### config.mk
export PLATFORM = sky130hd
export DESIGN_NAME = p10_prm_ctrl_flat
export DESIGN_NICKNAME = d
export VERILOG_FILES = /design/src/rtl/p10_prm_ctrl_pkg.sv /design/src/rtl/p10_prm_ctrl_if.sv /design/src/rtl/p10_prm_check.sv /design/src/rtl/p10_prm_ctrl.sv /design/src/flat_wrapper.sv
export SDC_FILE = /design/constraint.sdc
export NUM_CORES = 1
export LEC_CHECK = 0
export BUFFER_PORTS_ARGS = -buffer_cell sky130_fd_sc_hd__buf_4
export CAP_MARGIN = 10
export CORE_MARGIN = 2
export CORE_UTILIZATION = 40
export CTS_CLUSTER_DIAMETER = 200
export DETAILED_ROUTE_END_ITERATION = 6
export MAX_ROUTING_LAYER = met4
export SLEW_MARGIN = 20
export SYNTH_ARGS = -nofsm -noshare
export SYNTH_HDL_FRONTEND = slang
export SYNTH_HIERARCHICAL = 1
export SYNTH_SLANG_ARGS = --single-unit
### constraint.sdc
create_clock -name clk -period 7.1 [get_ports clk]
set_input_delay 0.355 -clock clk [delete_from_list [all_inputs] [get_ports clk]]
set_output_delay 0.355 -clock clk [all_outputs]
set_load 0.02 [all_outputs]
### src/rtl/p10_prm_ctrl_pkg.sv
// Shared types for the p10 parameter controller: ROM entry layout, access rights,
// response status codes and the controller state encoding.
package p10_prm_ctrl_pkg;

    localparam int PRM_COUNT_DEF = 8;
    localparam int ADDR_FREQ     = 0;
    localparam int ADDR_DUTY     = 1;
    localparam int ADDR_PHASE    = 2;

    typedef enum logic [1:0] {
        ro = 2'd0,
        wo = 2'd1,
        rw = 2'd2
    } prm_rights_t;

    typedef struct packed {
        logic [31:0] min;
        logic [31:0] max;
        prm_rights_t rights;
        logic        is_exec;
    } prm_entry_t;

    typedef enum logic [1:0] {
        ST_OK       = 2'd0,
        ST_BAD_ADDR = 2'd1,
        ST_DENIED   = 2'd2,
        ST_RANGE    = 2'd3
    } prm_status_t;

    typedef enum logic [2:0] {
        S_INIT  = 3'd0,
        S_IDLE  = 3'd1,
        S_FETCH = 3'd2,
        S_CHECK = 3'd3,
        S_RESP  = 3'd4
    } prm_state_t;

    // Bounds are inclusive on both ends and compared as unsigned values.
    function automatic logic in_range(input logic [31:0] data, input prm_entry_t entry);
        return (data >= entry.min) && (data <= entry.max);
    endfunction

endpackage

### src/rtl/p10_prm_ctrl_if.sv
// Command/response channel between the command parser (master) and the
// parameter controller (slave).
interface p10_prm_ctrl_if
    import p10_prm_ctrl_pkg::*;
#(
    parameter int AW = 4
) ();

    logic          cmd_valid;
    logic          cmd_ready;
    logic          cmd_write;
    logic [AW-1:0] cmd_addr;
    logic [31:0]   cmd_data;
    logic          rsp_valid;
    logic          rsp_ready;
    prm_status_t   rsp_status;
    logic [31:0]   rsp_data;

    modport master (
        output cmd_valid, cmd_write, cmd_addr, cmd_data, rsp_ready,
        input  cmd_ready, rsp_valid, rsp_status, rsp_data
    );

    modport slave (
        input  cmd_valid, cmd_write, cmd_addr, cmd_data, rsp_ready,
        output cmd_ready, rsp_valid, rsp_status, rsp_data
    );

endinterface

### src/rtl/p10_prm_check.sv
// Access-rights and range check of one command against its ROM entry.
// Purely combinational; the exec flag is only raised for an otherwise valid write.
module p10_prm_check
    import p10_prm_ctrl_pkg::*;
(
    input  prm_entry_t  entry,
    input  logic        write,
    input  logic [31:0] data,
    output prm_status_t status,
    output logic        exec
);

    // Priority: rights violation first, then range, then the exec/store decision.
    always_comb begin
        status = ST_OK;
        exec   = 1'b0;
        if ((!write && entry.rights == wo) || (write && entry.rights == ro)) begin
            status = ST_DENIED;
        end else if (write && !in_range(data, entry)) begin
            status = ST_RANGE;
        end else if (write && entry.is_exec) begin
            exec = 1'b1;
        end
    end

endmodule

### src/rtl/p10_prm_ctrl.sv
// Parameter access controller: loads ROM minimums after reset, then serialises
// checked reads/writes of the live parameter table against the registered-read ROM.
module p10_prm_ctrl
    import p10_prm_ctrl_pkg::*;
#(
    parameter int PRM_COUNT = PRM_COUNT_DEF,
    parameter int AW        = $clog2(PRM_COUNT + 1)
) (
    input  logic                       clk,
    input  logic                       rst,
    p10_prm_ctrl_if.slave              cmd_if,
    output logic [AW-1:0]              rom_addr,
    input  prm_entry_t                 rom_entry,
    output logic [PRM_COUNT-1:0][31:0] prm_val,
    output logic                       exec_stb,
    output logic [AW-1:0]              exec_addr,
    output logic [31:0]                exec_data
);

    localparam int IW = (PRM_COUNT > 1) ? $clog2(PRM_COUNT) : 1;

    prm_state_t                 state_q;
    logic [AW-1:0]              init_idx_q;
    logic [AW-1:0]              addr_q;
    logic                       write_q;
    logic [31:0]                data_q;
    logic                       cmd_ready_q;
    logic                       rsp_valid_q;
    prm_status_t                rsp_status_q;
    logic [31:0]                rsp_data_q;
    logic [PRM_COUNT-1:0][31:0] prm_val_q;
    logic                       exec_stb_q;
    logic [AW-1:0]              exec_addr_q;
    logic [31:0]                exec_data_q;

    logic [IW-1:0]              init_prev;
    logic                       init_last;
    logic                       cmd_addr_bad;
    prm_status_t                chk_status;
    logic                       chk_exec;

    // The ROM answers one cycle late, so init stores the entry addressed last cycle.
    assign init_prev    = IW'(init_idx_q - AW'(1));
    assign init_last    = (init_idx_q == AW'(PRM_COUNT));
    assign cmd_addr_bad = (cmd_if.cmd_addr >= AW'(PRM_COUNT));

    p10_prm_check u_check (
        .entry  (rom_entry),
        .write  (write_q),
        .data   (data_q),
        .status (chk_status),
        .exec   (chk_exec)
    );

    always_comb begin
        rom_addr = '0;
        case (state_q)
            S_INIT:  rom_addr = init_last ? AW'(PRM_COUNT - 1) : init_idx_q;
            S_FETCH: rom_addr = addr_q;
            default: rom_addr = '0;
        endcase
    end

    always_ff @(posedge clk) begin
        if (rst) begin
            state_q      <= S_INIT;
            init_idx_q   <= '0;
            addr_q       <= '0;
            write_q      <= 1'b0;
            data_q       <= '0;
            cmd_ready_q  <= 1'b0;
            rsp_valid_q  <= 1'b0;
            rsp_status_q <= ST_OK;
            rsp_data_q   <= '0;
            prm_val_q    <= '0;
            exec_stb_q   <= 1'b0;
            exec_addr_q  <= '0;
            exec_data_q  <= '0;
        end else begin
            exec_stb_q <= 1'b0;
            case (state_q)
                S_INIT: begin
                    if (init_idx_q != '0) begin
                        prm_val_q[init_prev] <= rom_entry.min;
                    end
                    if (init_last) begin
                        state_q     <= S_IDLE;
                        cmd_ready_q <= 1'b1;
                    end else begin
                        init_idx_q <= init_idx_q + AW'(1);
                    end
                end
                S_IDLE: begin
                    if (cmd_if.cmd_valid) begin
                        addr_q      <= cmd_if.cmd_addr;
                        write_q     <= cmd_if.cmd_write;
                        data_q      <= cmd_if.cmd_data;
                        cmd_ready_q <= 1'b0;
                        if (cmd_addr_bad) begin
                            state_q      <= S_RESP;
                            rsp_valid_q  <= 1'b1;
                            rsp_status_q <= ST_BAD_ADDR;
                            rsp_data_q   <= '0;
                        end else begin
                            state_q <= S_FETCH;
                        end
                    end
                end
                S_FETCH: begin
                    state_q <= S_CHECK;
                end
                S_CHECK: begin
                    state_q      <= S_RESP;
                    rsp_valid_q  <= 1'b1;
                    rsp_status_q <= chk_status;
                    if (chk_status != ST_OK) begin
                        rsp_data_q <= '0;
                    end else if (!write_q) begin
                        rsp_data_q <= prm_val_q[addr_q[IW-1:0]];
                    end else begin
                        rsp_data_q <= data_q;
                        if (chk_exec) begin
                            exec_stb_q  <= 1'b1;
                            exec_addr_q <= addr_q;
                            exec_data_q <= data_q;
                        end else begin
                            prm_val_q[addr_q[IW-1:0]] <= data_q;
                        end
                    end
                end
                S_RESP: begin
                    if (cmd_if.rsp_ready) begin
                        state_q     <= S_IDLE;
                        rsp_valid_q <= 1'b0;
                        cmd_ready_q <= 1'b1;
                    end
                end
                default: begin
                    state_q <= S_INIT;
                end
            endcase
        end
    end

    assign cmd_if.cmd_ready  = cmd_ready_q;
    assign cmd_if.rsp_valid  = rsp_valid_q;
    assign cmd_if.rsp_status = rsp_status_q;
    assign cmd_if.rsp_data   = rsp_data_q;
    assign prm_val           = prm_val_q;
    assign exec_stb          = exec_stb_q;
    assign exec_addr         = exec_addr_q;
    assign exec_data         = exec_data_q;

endmodule

### src/flat_wrapper.sv
// flat-port wrapper written by rule: the top's interface ports become plain ports
module p10_prm_ctrl_flat import p10_prm_ctrl_pkg::*;
#(
    parameter int PRM_COUNT = PRM_COUNT_DEF,
    parameter int AW        = $clog2(PRM_COUNT + 1)
)
  (clk, rst, rom_addr, rom_entry, prm_val, exec_stb, exec_addr, exec_data, cmd_if_cmd_valid, cmd_if_cmd_write, cmd_if_cmd_addr, cmd_if_cmd_data, cmd_if_rsp_ready, cmd_if_cmd_ready, cmd_if_rsp_valid, cmd_if_rsp_status, cmd_if_rsp_data);
  p10_prm_ctrl_if #(.AW(AW)) cmd_if_i ();
  input  logic clk;
  input  logic rst;
  output logic [AW-1:0] rom_addr;
  input  prm_entry_t rom_entry;
  output logic [PRM_COUNT-1:0][31:0] prm_val;
  output logic exec_stb;
  output logic [AW-1:0] exec_addr;
  output logic [31:0] exec_data;
  input wire logic [$bits(cmd_if_i.cmd_valid)-1:0] cmd_if_cmd_valid;
  input wire logic [$bits(cmd_if_i.cmd_write)-1:0] cmd_if_cmd_write;
  input wire logic [$bits(cmd_if_i.cmd_addr)-1:0] cmd_if_cmd_addr;
  input wire logic [$bits(cmd_if_i.cmd_data)-1:0] cmd_if_cmd_data;
  input wire logic [$bits(cmd_if_i.rsp_ready)-1:0] cmd_if_rsp_ready;
  output wire logic [$bits(cmd_if_i.cmd_ready)-1:0] cmd_if_cmd_ready;
  output wire logic [$bits(cmd_if_i.rsp_valid)-1:0] cmd_if_rsp_valid;
  output wire logic [$bits(cmd_if_i.rsp_status)-1:0] cmd_if_rsp_status;
  output wire logic [$bits(cmd_if_i.rsp_data)-1:0] cmd_if_rsp_data;
  assign cmd_if_i.cmd_valid = cmd_if_cmd_valid;
  assign cmd_if_i.cmd_write = cmd_if_cmd_write;
  assign cmd_if_i.cmd_addr = cmd_if_cmd_addr;
  assign cmd_if_i.cmd_data = cmd_if_cmd_data;
  assign cmd_if_i.rsp_ready = cmd_if_rsp_ready;
  assign cmd_if_cmd_ready = cmd_if_i.cmd_ready;
  assign cmd_if_rsp_valid = cmd_if_i.rsp_valid;
  assign cmd_if_rsp_status = cmd_if_i.rsp_status;
  assign cmd_if_rsp_data = cmd_if_i.rsp_data;
  p10_prm_ctrl #(.PRM_COUNT(PRM_COUNT), .AW(AW)) u_core (.clk(clk), .rst(rst), .cmd_if(cmd_if_i), .rom_addr(rom_addr), .rom_entry(rom_entry), .prm_val(prm_val), .exec_stb(exec_stb), .exec_addr(exec_addr), .exec_data(exec_data));
endmodule
==> metrics.md <==
| Metric | Value |
|---|---|
| Status | `finished, final reports clean` |
| Critical Path RT | `7510 ps` |
| Syn Std Cell Area | `roughly 22000 sq um` |
| Maximum clock insertion buffer count | `3` |
| DR iter-0 viols | `3690` |
| Drc violations | `0` |
| YS warnings | `6` |
| Gr ovfl total | `0` |
| Vias in the first global route | `22140` |
| Slew Limit Headroom | `20.47%` |
| RSZ-0062 raised after global routing | `false` |
| Num rows | `85` |
| Startpoint Class | `flip-flop` |
| Die area | `56640 sq um` |
| Worst hold stages | `3` |
| Antenna violations before repair | `2` |
| CTS tree | `built` |
| Cell taking the most area after synthesis | `dfxtp_1` |
| H-Tree Depth | `2` |
| Post-CTS Setup Bufs | `0` |
| Die H | `238.0 um` |
| Critical Path Sink Type | `flip-flop` |
| Worst Hold Class | `input port to flip-flop` |
| Leakage | `a little over 0.009 uW` |
| Post-Layout Cell Count | `3283` |
| Fillers | `4969` |
| Clk slew on worst S/H paths | `60 ps` |
| Dpl cells | `3196` |
| Setup TNS | `0 ps` |
| Nets | `roughly 2700` |
| DR vias | `~24000` |
| Final setup violation count | `0` |
| Routed WL | `111000 um` |
| Reg2reg path depth | `11` |
| Largest cells by area after synthesis | `dfxtp_1 34%, a211oi_2 12%, a32oi_1 10%, a31oi_1 7.3%, ha_1 3.8%` |
| Seq/Total Area, Yosys | `approximately a third` |
| Crit Path Max Fanout | `52` |
| GPL Wtd Cong | `0.9493` |
| Synth async-reset ratio | `0%` |
| Clock power frac | `37.0%` |
| Area Overhead vs Synth | `21.68%` |
| Final critical-path share of the clock period | `a little under three quarters` |
| CTS buffer count | `44` |
| Overall global routing resource usage | `between 30% and 40%` |
| Placed Area | `25030 sq um` |
| Post-synth top cells | `373 x dfxtp_1, 257 x a31oi_1, 256 x a32oi_1, 215 x clkbuf_1, 210 x a211oi_2` |
| Core area | `54030 sq um` |
| Int Power | `4201 uW` |
| First-pass GRT wire length | `between 150000 and 200000 um` |
| First-pass iteration count of the detailed router | `5` |
| Syn Nets | `2541` |
| Die Wd | `238.0 um` |
| Post-synth EDFFs | `0` |
| Power per Cell Area | `239.3 nW/um^2` |
| Synth top area share | `between 30% and 40%` |
| Avg WL per Cell | `roughly 34 um` |
| Number of distinct library cells after synthesis | `75` |
| Initial Utilization | `40.53%` |
| Final Critical Period | `5100 ps` |
| Seq pwr share | `38.2%` |
| Crit Path Category | `flip-flop to flip-flop` |
| Most common cell in the netlist | `dfxtp_1` |
| Fmax | `approximately 0.20 GHz` |
| Worst Max-Slew Pin Slew | `1193 ps` |
| CP arrival | `5510 ps` |
| Final hold violation count | `0` |
| Psw | `between 2000 and 2500 uW` |
| Post-Syn Instances | `2366` |
| Hpwl dp | `70820 um` |
| Top-level I/O count | `441` |
| Root Driver | `clkbuf_16` |
| Worst skew pair latency | `600 ps` |
| Max Cap Violations | `0` |
| Switching share of power | `34.12%` |
| Largest net degree at the start of global routing | `259` |
| Syn Area/Cell | `9.256 sq um` |
| TritonCTS Sinks | `373` |
| Layout cells sized above 1 | `between 30 and 40%` |
| Final Max Slew Viols | `0` |
| Skew final | `22.97 ps` |
| Layout Cell Area excl Fill | `around 27000 sq um` |
| Top FF cell, synth | `dfxtp_1` |
| Buffers on Ports | `440` |
| Seq cells post-synth | `373` |
| Logic pwr share | `between 20% and 30%` |
| Vias per inst | `7.225` |
| Post-detailed-route count of antenna-violating nets | `0` |
| Worst VDD drop | `185.3 uV` |
## layout make-up
class                      instances  area (sq um)  area share, %
multi-input combinational       1562         12680          47.57
antenna                            2         5.005        0.01878
tap                              696         870.8          3.268
clock inverter                     6         91.34         0.3428
inverter                          72         270.3          1.014
sequential                       373          7475          28.05
clock buffer                      72          1379          5.174
timing repair buffer             500          3879          14.56
## critical path, stage by stage (launching register included)
cell      delay, ps
dfxtp_1         940
ha_1            400
nand4_1         110
nor2_1          120
a221oi_1        280
nand3_1         220
a311oi_2        340
o21ai_0         250
nor2_1          400
a22o_4          590
and3_2         1070
a211oi_1        170
## kinds of logic (layout without fill, tap and decap cells)
logic type,count (synthesis),after routing,share of synthesized area [%]
flops,373,373,34.10
buf+inv,431,650,8.759
compound gates,1080,1080,41.23
other cells,0,2,0
simple gates,349,349,7.993
fa+ha+maj,67,67,3.828
mux,60,60,3.737
xor+xnor,6,6,0.3600
## metal layers
layer  vias up  global-route usage (%)  wire [um]  share of wire (%)
met1     11620                   47.20      41300                 37
li1       9767                       -          -                  -
met4         0                   21.74       7537                6.8
met2      1912                   57.75      49150                 44
met5         -                       -          0                  0
met3       423                   8.896      13030                 12
## sequential cells by signal, summed over array words and instances (netlist names)
signal and count:
u_core/addr_q 4, u_core/prm_val 256, u_core/init_idx_q 4, u_core/cmd_if.rsp_data 32
u_core/exec_data 32, u_core/exec_addr 4, u_core/cmd_if.rsp_status 2, u_core/cmd_if.cmd_ready 1
u_core/exec_stb 1, u_core/cmd_if.rsp_valid 1, u_core/state_q 3, u_core/data_q 32
u_core/write_q 1
## cells in the final DEF, fill, tap and decap left out, types with 22 or more instances in the layout
master,netlist,final
buf_4,4,489
dfxtp_1,373,369
a31oi_1,257,257
a32oi_1,256,256
a211oi_2,210,210
nand2_1,184,184
a21oi_1,115,113
inv_1,71,71
ha_1,67,67
a211oi_1,47,47
clkbuf_16,0,46
o21ai_0,36,36
mux2_2,34,34
a221oi_1,29,29
a22oi_1,26,26
nand2b_1,22,22
## power by group through the flow
stage	sequential [uW]	clock [uW]	combinational, uW
2_1_floorplan	2550	0	815
3_3_place_gp	2470	0	1490
3_5_place_dp	2470	0	1520
4_1_cts	2420	2370	1530
5_1_grt	2440	2450	1630
6_report	2430	2360	1580
## what timing repair did
action,CTS,global route
resized for setup,0,0
hold endpoints to repair,3,0
hold buffers,3,0
## through the flow
| step | hold slack (ps) | total power [uW] | util, % | worst slack (ps) |
|---|---|---|---|---|
| 5_1_grt | 8.796 | 6524 | 49.32 | 1815 |
| 2_1_floorplan | 440.5 | 3361 | - | 3910 |
| 3_5_place_dp | 450.1 | 3987 | 46.33 | 2110 |
| 6_report | 11.90 | 6377 | 49.32 | 2000 |
| 4_1_cts | 0.5630 | 6313 | 49.11 | 2083 |
| 3_3_place_gp | 443.8 | 3960 | 46.33 | 2168 |
## final timing paths
| path | from | to | slack, ps |
|---|---|---|---|
| worst max-delay path | u_core/data_q[10] | u_core/prm_val[0] | 2000 |
| worst min-delay path | cmd_if_cmd_addr[2] | u_core/addr_q[2] | 10 |
| worst max register to register | u_core/data_q[10] | u_core/prm_val[0] | 2000 |
| worst min register to register | u_core/cmd_if.rsp_data[1] | u_core/cmd_if.rsp_data[1] | 460 |
Note: power is estimated with default switching activity, not from simulation.
